$ cat config.mk
export PLATFORM = sky130hd
export DESIGN_NAME = banked_reg_file
export DESIGN_NICKNAME = d
export VERILOG_FILES = /design/src/rtl/banked_reg_file.sv
export SDC_FILE = /design/constraint.sdc
export NUM_CORES = 1
export LEC_CHECK = 0
export ABC_AREA = 1
export BUFFER_PORTS_ARGS = -buffer_cell sky130_fd_sc_hd__buf_2
export CAP_MARGIN = 20
export CORE_ASPECT_RATIO = 1.2
export CORE_MARGIN = 3
export CORE_UTILIZATION = 57
export DETAILED_ROUTE_END_ITERATION = 8
export PLACE_DENSITY = 0.78
export SETUP_SLACK_MARGIN = 0.02
export SYNTH_ARGS = -nofsm -noshare
export SYNTH_HDL_FRONTEND = slang
export SYNTH_SLANG_ARGS = --single-unit
export TNS_END_PERCENT = 100
$ cat constraint.sdc
create_clock -name Clk -period 2.9 [get_ports Clk]
set_clock_uncertainty 0.2 [all_clocks]
set_input_delay 0.58 -clock Clk [delete_from_list [all_inputs] [get_ports Clk]]
set_output_delay 0.58 -clock Clk [all_outputs]
set_load 0.02 [all_outputs]
$ cat src/rtl/banked_reg_file.sv
// Register file: 2**A x W main bank, two combinational read ports, jump register, and a shadow bank
// with a save/restore engine that copies one entry per cycle; Busy blocks main writes while copying.
module banked_reg_file #(
  parameter int W      = 8,
  parameter int A      = 2,
  parameter bit BYPASS = 1'b1
) (
  input  logic         Clk,
  input  logic         Reset,
  input  logic         WriteEn,
  input  logic [A-1:0] Waddr,
  input  logic [W-1:0] DataIn,
  input  logic [A-1:0] RaddrA,
  input  logic [A-1:0] RaddrB,
  input  logic         SetInst,
  input  logic         JumpWe,
  input  logic         SaveReq,
  input  logic         RestoreReq,
  output logic [W-1:0] DataOutA,
  output logic [W-1:0] DataOutB,
  output logic [W-1:0] JumpReg,
  output logic         Busy,
  output logic         Done,
  output logic         WriteDropped
);

  localparam int DEPTH = 1 << A;

  typedef enum logic [1:0] {IDLE, SAVE, RESTORE, DONE} state_t;

  state_t       state;
  logic [A-1:0] idx;
  logic [W-1:0] main_bank   [DEPTH];
  logic [W-1:0] shadow_bank [DEPTH];
  logic [W-1:0] jump_q;
  logic         busy_q;
  logic         done_q;
  logic         dropped_q;

  logic [A-1:0] addr_a;
  logic         fwd_a;
  logic         fwd_b;

  assign addr_a = SetInst ? '0 : RaddrA;
  // Forwarding only applies to writes that will actually land, so never while copying.
  assign fwd_a  = BYPASS && WriteEn && !busy_q && (Waddr == addr_a);
  assign fwd_b  = BYPASS && WriteEn && !busy_q && (Waddr == RaddrB);

  assign DataOutA     = fwd_a ? DataIn : main_bank[addr_a];
  assign DataOutB     = fwd_b ? DataIn : main_bank[RaddrB];
  assign JumpReg      = jump_q;
  assign Busy         = busy_q;
  assign Done         = done_q;
  assign WriteDropped = dropped_q;

  always_ff @(posedge Clk) begin
    if (Reset) begin
      for (int i = 0; i < DEPTH; i++) begin
        main_bank[i]   <= '0;
        shadow_bank[i] <= '0;
      end
      jump_q    <= '0;
      state     <= IDLE;
      idx       <= '0;
      busy_q    <= 1'b0;
      done_q    <= 1'b0;
      dropped_q <= 1'b0;
    end else begin
      dropped_q <= WriteEn && busy_q;
      done_q    <= 1'b0;
      if (JumpWe)
        jump_q <= DataIn;
      case (state)
        IDLE, DONE: begin
          if (WriteEn)
            main_bank[Waddr] <= DataIn;
          idx <= '0;
          if (SaveReq) begin
            state  <= SAVE;
            busy_q <= 1'b1;
          end else if (RestoreReq) begin
            state  <= RESTORE;
            busy_q <= 1'b1;
          end else begin
            state  <= IDLE;
          end
        end
        SAVE: begin
          shadow_bank[idx] <= main_bank[idx];
          idx              <= idx + 1'b1;
          if (idx == '1) begin
            state  <= DONE;
            busy_q <= 1'b0;
            done_q <= 1'b1;
          end
        end
        RESTORE: begin
          main_bank[idx] <= shadow_bank[idx];
          idx            <= idx + 1'b1;
          if (idx == '1) begin
            state  <= DONE;
            busy_q <= 1'b0;
            done_q <= 1'b1;
          end
        end
        default: begin
          state  <= IDLE;
          busy_q <= 1'b0;
        end
      endcase
    end
  end

endmodule
==> flow_summary.ini, run 1 <==
[placed_design]
gp_congestion = 1.01
portBuffers = 47
dp_hpwl_um = 10100
place_inst = 725
postPlaceCellArea_sq_um = 4920

[setup_path]
r2r-end = shadow_bank[2][7]
path_max_fanout = 10
worstReg2RegStart = idx[0]
arrival_ps = 1840
rrSetupSlack_ps = 630
worstSetupEndpointType = output port
startpoint_type = input port
cp.required_ps = 2120
crit_start = SetInst
path_class = input port to output port
r2r_cells = 4

[routing]
ant_nets = 0
routed_wl_um = 13100
drt_iter0_markers = 432
viasPerCell = 5.76
drc = 0
firstDrtPassIters = 6
num_vias = 4268
wl_per_cell_um = 17.7

[layout]
layout_common_cells = 169 x nand2_1, 90 x inv_1, 64 x edfxtp_1
syn2layout_area_growth_pct = 10.2
antenna_cells = 0
final_nets = 668
final_area_sq_um = 5160
stdcell_count = 741
final_common_cell = nand2_1
drive_above_1_share = 0.163

[synthesis]
ys_seq_elements = 79
ys_seq_area_frac = 0.474
synth-xor-area-share = 0.00374
netlist_instances = 603
synth_adder_area_share = 0.00801
synth_mux_area_frac = 0
yosys.area_share.simple = 0.287
yosys_warnings = 0
syn_area_sq_um = 4680
synth_nets = 627
synth_compound_area_frac = 0.116
yosysUniqueCellTypes = 32
syn_area_per_cell_sq_um = 7.77
synth_top_family_by_area = simple AND/OR/NAND/NOR gates

[timing]
worstMarginPinSlew_ps = 549
fin_crit_ps = 2620
setup_viol = 0
setup_tns_ps = 0
fin_crit_sh = 0.904
report.final.slew_viol_count = 0
slew_headroom = 0.630
hold_viol_final = 0
rsz0062_at_grt = false
fmaxAchievable_mhz = 382

[global_routing]
top_usage_layer = met2
overflow = 0
track_usage = 0.295
grtUsageMet3 = 0.0555
grtUsageMet2 = 0.480
grt_pass1_vias = 3971
grt_max_degree = 33
antenna_found_initial = 0
grt_pass1_wl_um = 20600
gr-usage-met1 = 0.384

[clock_network]
cts_num_sinks = 79
insertion_delay_ps = 360
clock_path_buffers = 2
root_buffer = clkbuf_8
holdBufCountCts = 0
htree_levels = 3
postCtsSetupRepairBufs = 0
cts_tree = built
numCtsBuffers = 9
clk_pin_slew_worst_paths_ps = 80
cts_resized = 0

[power_and_ir_drop]
clkPwrFrac = 0.236
switching_share = 0.410
vdd_drop_max_v = 0.000752
p_leak_nw = 2.52
power.internal_mw = 2.44
p_per_area_nw_per_um2 = 799
total_power_mw = 4.12
netSwitchingPower_mw = 1.69
p_comb_frac = 0.367
power_frac_seq = 0.397

[floorplanning]
coreArea_sq_um = 7840
io_pins = 48
die_area_sq_um = 9350
die_width_um = 88.8
die_h_um = 105
initial_core_util = 0.598
fp-row-count = 35

[min_path]
whs_endpoint = WriteDropped
min_path_cells = 3
min_from = WriteEn
hold_path_class = input port to flop

[status]
status = completed

[job]
drv_cap = 0
-- worst max-delay path by stage --
stage / end / cells after the start
finish: DataOutA[6] / 7
global route: DataOutB[1] / 7
CTS: DataOutA[6] / 7
detailed placement: DataOutA[6] / 7
global placement: DataOutB[4] / 7
floorplan: DataOutB[5] / 5
-- power groups by stage --
stage          sequential [mW]  clock (mW)  combinational [mW]
3_5_place_dp              1.66           0                1.49
6_report                  1.64       0.973                1.51
3_3_place_gp              1.66           0                1.46
4_1_cts                   1.63       0.976                1.50
5_1_grt                   1.65        1.03                1.69
2_1_floorplan             1.60           0                1.12
-- critical path, cell delays in order --
cell     delay, ps
buf_2          130
nor2_2         410
nor2_1         140
nor2_4         210
nand3_1        110
nand2_1         90
buf_2          160
-- final cells by class --
class / instances / area [sq um]
fill: 643 / 2680
sequential: 79 / 2220
multi-input combinational: 404 / 1940
inverter: 99 / 379
timing repair buffer: 51 / 265
clock buffer: 11 / 153
tap: 92 / 115
clock inverter: 5 / 88.8
-- flip-flops by register name (all words and copies together) (netlist names) --
| name | count |
|---|---|
| Busy | 1 |
| Done | 1 |
| shadow_bank | 32 |
| main_bank | 32 |
| WriteDropped | 1 |
| state | 2 |
| idx | 2 |
| JumpReg | 8 |
-- Yosys cell counts (all sizes together) --
master | n | share of area
nand2 | 182 | 0.16
inv | 99 | 0.081
edfxtp | 64 | 0.41
a21oi | 53 | 0.057
nand3 | 49 | 0.056
nor2 | 48 | 0.046
o21ai | 46 | 0.055
buf | 20 | 0.030
dfxtp | 15 | 0.064
nand4 | 14 | 0.019
nor3 | 5 | 0.0064
ha | 3 | 0.0080
xnor2 | 2 | 0.0037
a211oi | 1 | 0.0016
a221oi | 1 | 0.0019
clkbuf | 1 | 0.00080
-- per-stage QoR --
stage	hold WS [ps]	setup slack, ps	utilization
global route	296	153	0.659
floorplan	258	563	-
CTS	266	321	0.659
detailed placement	283	320	0.628
finish	280	279	0.659
global placement	272	342	0.628
-- metal layers --
metal	vias up	wire (um)
met5	-	0
li1	2045	-
met2	245	6380
met4	0	561
met3	39	1110
met1	1939	5090
-- logic make-up after synthesis --
| group | count (synthesis) |
|---|---|
| buf+inv | 120 |
| xor+xnor | 2 |
| compound gates | 101 |
| simple gates | 298 |
| flops | 79 |
| fa+ha+maj | 3 |
Power figures use the tool's default switching activity.
==> run 2, diff against run 1 <==
--- a/config.mk
+++ b/config.mk
@@ -5,14 +5,13 @@
 export SDC_FILE = /design/constraint.sdc
 export NUM_CORES = 1
 export LEC_CHECK = 0
-export ABC_AREA = 1
 export BUFFER_PORTS_ARGS = -buffer_cell sky130_fd_sc_hd__buf_2
 export CAP_MARGIN = 20
 export CORE_ASPECT_RATIO = 1.2
 export CORE_MARGIN = 3
 export CORE_UTILIZATION = 57
 export DETAILED_ROUTE_END_ITERATION = 8
-export PLACE_DENSITY = 0.78
+export PLACE_DENSITY = 0.79
 export SETUP_SLACK_MARGIN = 0.02
 export SYNTH_ARGS = -nofsm -noshare
 export SYNTH_HDL_FRONTEND = slang
==> run 2 against run 1 <==
  * Worst hold slack gained 3.4 ps
  * Cell count decreased by 38%
  * Global-route usage down 6.0 points
  * Clock-buffer cell count is 1 lower
  * Critical endpoint is now DataOutA[1]
  * Largest cell class unchanged
  * Largest power group unchanged
==> flow_summary.ini, run 2 <==
[power_and_ir_drop]
vdd_drop_max_v = 0.000415
p_leak_nw = 1.86
p_per_area_nw_per_um2 = 625

[layout]
antenna_cells = 0
syn2layout_area_growth_pct = 11.8
drive_above_1_share = 0.344
final_nets = 394
nFillCells = 512
layout_common_cells = 64 x edfxtp_1, 47 x buf_2, 39 x nor2_1
final_common_cell = edfxtp_1

[global_routing]
grt_pass1_vias = 2834
top_usage_layer = met2
overflow = 0
grtUsageMet2 = 0.397
antenna_found_initial = 0
grt_pass1_wl_um = 15200
track_usage = 0.235
grt_max_degree = 19
gr-usage-met1 = 0.305
grtUsageMet3 = 0.0376

[setup_path]
path_class = input port to output port
cp_slowest_cell = mux2_2
crit_buf_inv = 2
worstSetupEndpointType = output port
crit_top_cell = buf_2
critical_path.top_delay_family = simple AND/OR/NAND/NOR gates
rrSetupSlack_ps = 350
r2r-end = main_bank[1][5]
slowest_delay_ps = 360
path_max_fanout = 8
cp.required_ps = 2120
r2r_cells = 6
worstReg2RegStart = state[0]
path_cells = buf_2 > nand2b_1 > xor2_4 > nand3_4 > mux2_2 > buf_2
startpoint_type = input port
arrival_ps = 1920

[synthesis]
synth_nets = 346
yosysUniqueCellTypes = 45
synth-main-ff-cell = edfxtp_1
yosys_warnings = 0
synthArstFlopShare = 0
syn_area_sq_um = 4270
syn_area_per_cell_sq_um = 13.3
netlist.area_leader.share = 0.450
synth_common_cells = 64 x edfxtp_1, 39 x nor2_1, 24 x and2_1
ys_seq_area_frac = 0.520
synth.most_common_cell = edfxtp_1
synth_edf_count = 64
synth_area_leaders = edfxtp_1 45%, mux4_2 11%, dfxtp_1 7.0%, mux2i_1 5.2%, mux2_2 3.7%
ys_seq_elements = 79
yosysTopAreaCell = edfxtp_1
netlist_instances = 322

[routing]
routed_wl_um = 9630
viasPerCell = 6.05
wl_per_cell_um = 20.8
num_vias = 2796
drt_iter0_markers = 329
firstDrtPassIters = 5
drc = 0
ant_nets = 0

[timing]
hold_ws_ps = 283
hold_viol_final = 0
rsz0062_at_grt = false
slew_headroom = 0.515
fin_crit_ps = 2700
fin_crit_sh = 0.930
setup_tns_ps = 0
setup_viol = 0
worstMarginPinSlew_ps = 726
fmaxAchievable_mhz = 371
report.final.slew_viol_count = 0

[clock_network]
clock_path_buffers = 2
root_buffer = clkbuf_8
numCtsBuffers = 9
insertion_delay_ps = 350
postCtsSetupRepairBufs = 0
cts_num_sinks = 79
htree_levels = 3
clk_pin_slew_worst_paths_ps = 80
cts_tree = built

[placed_design]
portBuffers = 47
gp_congestion = 0.994
dp_hpwl_um = 7520

[min_path]
hold_path_class = input port to flop
whs_endpoint = state[0]
min_from = SaveReq
min_path_cells = 3

[job]
drv_cap = 0

[floorplanning]
io_pins = 48
coreArea_sq_um = 7060
fp-row-count = 33
die_area_sq_um = 8580
initial_core_util = 0.605
die_h_um = 101
die_width_um = 85.0

[status]
status = completed
[run 2: cell count changes after synthesis, moves of 9 or more]
cell / delta
nand2_1: -166
inv_1: -78
nand3_1: -47
a21oi_1: -46
and2_1: +24
mux2i_1: +22
o21ai_0: -22
mux4_2: +21
mux2_2: +14
nand4_1: -14
nand2b_1: +11
nor2b_1: +10
o21ai_1: -9
[run 2: routing by layer]
| metal | wire length [um] | vias to the layer above |
|---|---|---|
| li1 | - | 1291 |
| met1 | 3820 | 1365 |
| met2 | 4910 | 117 |
| met3 | 639 | 23 |
| met4 | 259 | 0 |
| met5 | 0 | - |
[run 2: tightest hold or removal path, stage by stage]
cell     delay, ps
buf_2           90
a21oi_1         60
nor2_1          70
[run 2: area by class of cell]
type,instances,area [sq um],area share
Clock buffer,10,128,0.0267
Tap cell,87,109,0.0228
Multi-Input combinational cell,212,1910,0.400
Sequential cell,79,2220,0.465
Clock inverter,6,61.3,0.0128
Timing Repair Buffer,56,303,0.0634
Inverter,12,45.0,0.00943
[run 2: metrics by stage]
step	instances	total power, mW	cell area (sq um)	utilization	worst slack [ps]
floorplan	322	2.01	4270	-	465
global placement	446	2.20	4580	0.649	149
detailed placement	446	2.22	4580	0.649	115
CTS	462	2.98	4770	0.676	97.9
global route	462	3.10	4780	0.677	117
finish	462	2.99	4780	0.677	203
[run 2: what timing repair did]
item / CTS / global route
hold buffers: 0 / 0
resized for setup: 0 / 1
setup endpoints to repair: 0 / 1
[run 2: worst max path at each step]
stage              start         endpoint  slack [ps]  cells past startpoint
4_1_cts        RaddrA[0]      DataOutA[3]         100                      6
5_1_grt         state[0]  main_bank[1][7]         120                      6
2_1_floorplan  RaddrB[0]      DataOutB[0]         470                      3
3_5_place_dp   RaddrA[0]      DataOutA[3]         120                      6
3_3_place_gp   RaddrA[0]      DataOutA[1]         150                      6
6_report         SetInst      DataOutA[1]         200                      6
[run 2: kinds of logic (layout without fill, tap and decap cells)]
family / after synthesis / count (layout) / share of synthesized area
AND/OR/NAND/NOR: 109 / 109 / 0.148
multiplexers: 59 / 59 / 0.206
XOR/XNOR: 4 / 4 / 0.0144
adder cells (fa/ha/maj): 3 / 3 / 0.00879
AO/OA/AOI/OAI: 37 / 37 / 0.0674
flip-flops: 79 / 79 / 0.520
buffers and inverters: 31 / 84 / 0.0354
[run 2: power breakdown]
group	switching, mW	total [mW]	internal, mW
logic	0.428	0.755	0.327
registers	0.0877	1.45	1.36
clock network	0.387	0.781	0.395
